===== src/rtl/arb_pkg.sv =====
// Shared types and sizing for the 8-way round-robin arbiter.
package arb_pkg;

  typedef enum logic {
    IDLE  = 1'b0,
    GRANT = 1'b1
  } state_t;

  localparam int NUM_REQ = 8;
  localparam int IDX_W   = 3;
  localparam int CNT_W   = 8;

endpackage


===== src/rtl/decoder38.sv =====
// 3-to-8 one-hot decoder with enable; output is all-zero when disabled.
module decoder38 (
  input  logic [2:0] in,
  input  logic       en,
  output logic [7:0] out
);

  always_comb begin
    out = 8'h00;
    if (en) out[in] = 1'b1;
  end

endmodule


===== src/rtl/rr_arbiter8.sv =====
// Eight-requester round-robin arbiter with optional per-owner hold limit.
//
// state | meaning
// IDLE  | no owner; next cycle grants the first requester at or after ptr
// GRANT | gnt_idx owns the slot until request drop, en low or hold limit
module rr_arbiter8
  import arb_pkg::*;
#(
  parameter int unsigned MAX_HOLD = 16
) (
  input  logic               clk,
  input  logic               rst,
  input  logic               en,
  input  logic [NUM_REQ-1:0] req,
  output logic [NUM_REQ-1:0] gnt,
  output logic [IDX_W-1:0]   gnt_idx,
  output logic               gnt_valid,
  output logic               timeout
);

  localparam bit               HOLD_EN   = (MAX_HOLD != 0);
  localparam logic [CNT_W-1:0] HOLD_LAST = CNT_W'(HOLD_EN ? MAX_HOLD - 1 : 0);

  state_t             state_q, state_d;
  logic [IDX_W-1:0]   ptr_q, ptr_d;
  logic [IDX_W-1:0]   gnt_idx_q, gnt_idx_d;
  logic [CNT_W-1:0]   hold_cnt_q, hold_cnt_d;
  logic               timeout_q, timeout_d;

  logic               owner_req;
  logic               hold_hit;

  // Scan downward so the offset closest to ptr is the last (winning) match.
  function automatic logic [IDX_W-1:0] rr_pick(input logic [NUM_REQ-1:0] req_i,
                                               input logic [IDX_W-1:0]   ptr_i);
    logic [IDX_W-1:0] idx;
    logic [IDX_W-1:0] pick;
    pick = ptr_i;
    for (int k = NUM_REQ - 1; k >= 0; k--) begin
      idx = ptr_i + IDX_W'(k);
      if (req_i[idx]) pick = idx;
    end
    return pick;
  endfunction

  assign owner_req = req[gnt_idx_q];
  assign hold_hit  = HOLD_EN && (hold_cnt_q == HOLD_LAST);

  always_comb begin
    state_d    = state_q;
    ptr_d      = ptr_q;
    gnt_idx_d  = gnt_idx_q;
    hold_cnt_d = hold_cnt_q;
    timeout_d  = 1'b0;

    case (state_q)
      IDLE: begin
        if (en && (req != '0)) begin
          gnt_idx_d  = rr_pick(req, ptr_q);
          hold_cnt_d = '0;
          state_d    = GRANT;
        end
      end
      GRANT: begin
        if (!en || !owner_req || hold_hit) begin
          state_d   = IDLE;
          ptr_d     = gnt_idx_q + IDX_W'(1);
          timeout_d = en && owner_req;
        end else if (hold_cnt_q != '1) begin
          hold_cnt_d = hold_cnt_q + CNT_W'(1);
        end
      end
      default: state_d = IDLE;
    endcase
  end

  always_ff @(posedge clk) begin
    if (rst) begin
      state_q    <= IDLE;
      ptr_q      <= '0;
      gnt_idx_q  <= '0;
      hold_cnt_q <= '0;
      timeout_q  <= 1'b0;
    end else begin
      state_q    <= state_d;
      ptr_q      <= ptr_d;
      gnt_idx_q  <= gnt_idx_d;
      hold_cnt_q <= hold_cnt_d;
      timeout_q  <= timeout_d;
    end
  end

  assign gnt_idx   = gnt_idx_q;
  assign gnt_valid = (state_q == GRANT);
  assign timeout   = timeout_q;

  decoder38 u_dec (
    .in  (gnt_idx_q),
    .en  (gnt_valid),
    .out (gnt)
  );

endmodule


===== config.mk =====
export PLATFORM = sky130hd
export DESIGN_NAME = rr_arbiter8
export DESIGN_NICKNAME = d
export VERILOG_FILES = /design/src/rtl/arb_pkg.sv /design/src/rtl/decoder38.sv /design/src/rtl/rr_arbiter8.sv
export SDC_FILE = /design/constraint.sdc
export NUM_CORES = 1
export LEC_CHECK = 0
export CORE_UTILIZATION = 29
export CTS_CLUSTER_DIAMETER = 30
export DETAILED_ROUTE_END_ITERATION = 12
export PLACE_DENSITY = 0.53
export SLEW_MARGIN = 20
export SYNTH_ARGS = -nofsm -noshare
export SYNTH_HDL_FRONTEND = slang
export SYNTH_SLANG_ARGS = --single-unit

===== constraint.sdc =====
create_clock -name clk -period 3.8 [get_ports clk]
set_input_delay 1.14 -clock clk [delete_from_list [all_inputs] [get_ports clk]]
set_output_delay 1.14 -clock clk [all_outputs]
set_load 0.01 [all_outputs]

==> results by group <==
Detailed routing
  • Initial drt markers: between 100 and 150
  • Vias per cell: roughly 5.7
  • Vias: 1892
  • Final ANT Viol Nets: 0
  • Routed WL: ~5.3 mm
  • DR WL/cell: approximately 16 um
  • DR DRC count: 0
  • Drt pass-1 iters: 4

Floorplanning
  • Die area: between 7000 and 8000 um2
  • IO Pins: 24
  • Die H: between 80 and 90 um
  • Row count: 29
  • Core area: between 6000 and 7000 um2
  • Starting Density: roughly 31%
  • Die W: approximately 85 um

Timing
  • Max-slew violation count: 0
  • Fin. Hold Viols: 0
  • Setup Skew: between 0.002 and 0.0025 ns
  • TNS Setup: 0 ns
  • Worst slew margin: between 50% and 60%
  • FMAX: about 0.29 GHz
  • RSZ-0062 raised after global routing: no
  • Period minus WS final: around 3.4 ns
  • Setup-failing EPs final: 0
  • Hold slack: around 0.50 ns
  • Fin crit share: between 80 and 90%
  • Tightest Pin Transition: 0.677 ns
  • Final WS setup: roughly 0.39 ns

Clocking
  • Maximum clock path buffer count: 2
  • Worst skew pair latency: around 0.25 ns
  • # resized after CTS: 0
  • CTS buffer count: 3
  • Root Driver: clkbuf_8
  • Setup repair bufs after CTS: 0
  • H-tree level count: 1
  • Clk slew on worst S/H paths: roughly 0.060 ns
  • TritonCTS clock tree: done
  • Clock Sinks: 16
  • Hold buffer count at cts: 0

Final layout
  • Final nets: between 200 and 300
  • Layout Utilization: ~36%
  • Area growth from synthesis to layout: 17.1%
  • Share of layout cells above drive strength 1: roughly 15%
  • Design area: 2350 um2
  • # diodes: 0

Critical path
  • Slowest cell on the critical path: mux4_1
  • Worst path required time: slightly below 4 ns
  • Critical Path Start Type: primary input
  • CP Capture Type: flop
  • Crit-path max FO: 12
  • Critical Path AT: 3.56 ns
  • WS Path Type: primary input to flop
  • Worst path cell trace: clkdlybuf4s50_1 > mux4_1 > mux2_4 > and2_0 > or4_1 > a31o_1
  • Slowest Stage Delay on Critical Path: just under 0.7 ns

Yosys
  • Dominant synthesized flop cell: dfxtp_1
  • Mapped cell area: about 2000 um2
  • Yosys Warn Count: 0
  • Seq cells post-synth: 16
  • Syn nets: around 260
  • Syn Inst Count: 242
  • Synth cell types: a little over 50
  • Register area share after synthesis: between 15 and 20%
  • EDFF count, synth: 0
  • Average instance area after synthesis: about 8.3 um2
  • Post-synth ARST share: 0%

Run
  • Max-cap violation count: 0

GRT
  • First-pass GRT wire length: 8.92 mm
  • Largest net degree at the start of global routing: 21
  • Vias in the first global route: between 1500 and 2000
  • Global Route Usage Sum: 15.2%
  • Initial antenna violation count: 0
  • GR Overflow Total: 0

Status
  • Outcome: finished, final reports clean

Power and ir drop
  • Power Dens Cells: around 290 nW/um2
  • Static Leak: 0.838 nW
  • Peak VDD IR: 137 uV

Placement
  • HPWL Detailed: 3.95 mm
  • Port bufs: 23
  • Final GP Congestion: 0.885
  • Pre-CTS setup slack: 0.146 ns
  • Post-DP Area: between 2000 and 2500 um2

Min path
  • Hold Crit Class: flop to flop
## cells in the final DEF, fill, tap and decap left out, types with 2 or more instances in the layout
| cell | netlist | routed |
|---|---|---|
| clkdlybuf4s50_1 | 0 | 23 |
| xor2_1 | 2 | 2 |
| mux4_1 | 3 | 3 |
| mux2_2 | 8 | 8 |
| xnor2_1 | 2 | 2 |
| ha_1 | 4 | 4 |
| mux4_2 | 12 | 12 |
| nor2_1 | 20 | 20 |
| clkbuf_8 | 0 | 3 |
| nor4_1 | 4 | 4 |
| or3_1 | 7 | 7 |
| o21ai_0 | 14 | 14 |
| nor3_1 | 5 | 5 |
| a31oi_1 | 3 | 3 |
| a211oi_1 | 5 | 5 |
| nand3_1 | 7 | 7 |
| nand2b_1 | 7 | 7 |
| and3_1 | 3 | 3 |
| inv_1 | 6 | 6 |
| a21oi_1 | 14 | 14 |
| nand4_1 | 4 | 4 |
| buf_4 | 0 | 12 |
| mux2i_1 | 22 | 22 |
| a22oi_1 | 3 | 3 |
| nand2_1 | 20 | 20 |
| dfxtp_1 | 16 | 16 |
| or4_1 | 2 | 2 |
| and2_1 | 3 | 3 |
## stage by stage
| stage | total power, mW | cells |
|---|---|---|
| 6_report | 0.677 | 333 |
| 5_1_grt | 0.725 | 333 |
| 4_1_cts | 0.681 | 333 |
| 3_5_place_dp | 0.548 | 330 |
| 3_3_place_gp | 0.549 | 330 |
| 2_1_floorplan | 0.458 | 242 |
## critical path: cells and delay by family
family                 cells  cell delay, ns
AO/OA/AOI/OAI              1            0.19
AND/OR/NAND/NOR            2            0.64
multiplexers               2            1.00
buffers and inverters      1            0.60
## cell usage after synthesis (6+ instances only)
cell type	count	area share [%]
a21oi_1	14	3.5
o21ai_0	14	3.5
nand2_1	20	3.7
nand3_1	7	1.7
inv_1	6	1.1
mux2i_1	22	11
nor2_1	20	3.7
nand2b_1	7	2.2
dfxtp_1	16	16
buf_2	7	1.7
or3_1	7	2.2
mux2_2	8	4.5
mux4_2	12	13
clkbuf_1	14	2.6
## final timing paths
kind,from,endpoint,slack (ns),cells after the start
worst max register to register,ptr_q[1],gnt_idx[0],0.83,8
worst min-delay path,hold_cnt_q[2],hold_cnt_q[2],0.50,2
worst min register to register,hold_cnt_q[2],hold_cnt_q[2],0.50,2
worst max-delay path,req[6],gnt_idx[1],0.39,6
## cell type report
class / count / area [um2]
inverter: 7 / 26.3
timing repair buffer: 35 / 320
tap: 77 / 96.3
sequential: 16 / 320
multi-input combinational: 195 / 1550
clock buffer: 3 / 41.3
fill: 693 / 4180
## kinds of logic (layout without fill, tap and decap cells)
group,count (synthesis),after routing,synth area share [%]
AO/OA/AOI/OAI,54,54,17.5
XOR/XNOR,4,4,1.74
adder cells (fa/ha/maj),4,4,2.49
buffers and inverters,31,45,6.98
flip-flops,16,16,16.0
multiplexers,46,46,33.6
AND/OR/NAND/NOR,87,87,21.7
## per-layer routing
layer | vias to the layer above | global-route usage (%) | wire, um | part of all wire, %
li1 | 938 | - | - | -
met1 | 905 | 22.5 | 2710 | 51
met2 | 43 | 24.0 | 2370 | 45
met3 | 6 | 1.95 | 159 | 3.0
met4 | 0 | 2.31 | 53 | 1.0
met5 | - | 0 | 0 | 0
## state kept, by name, indices dropped and copies added (netlist names)
| register | count |
|---|---|
| timeout | 1 |
| gnt_valid | 1 |
| ptr_q | 3 |
| hold_cnt_q | 8 |
| gnt_idx | 3 |
## power by group
part	switching, mW	internal (mW)
sequential	0.0233	0.177
clock	0.0584	0.0703
combinational	0.179	0.169
Note: power is estimated with default switching activity, not from simulation.
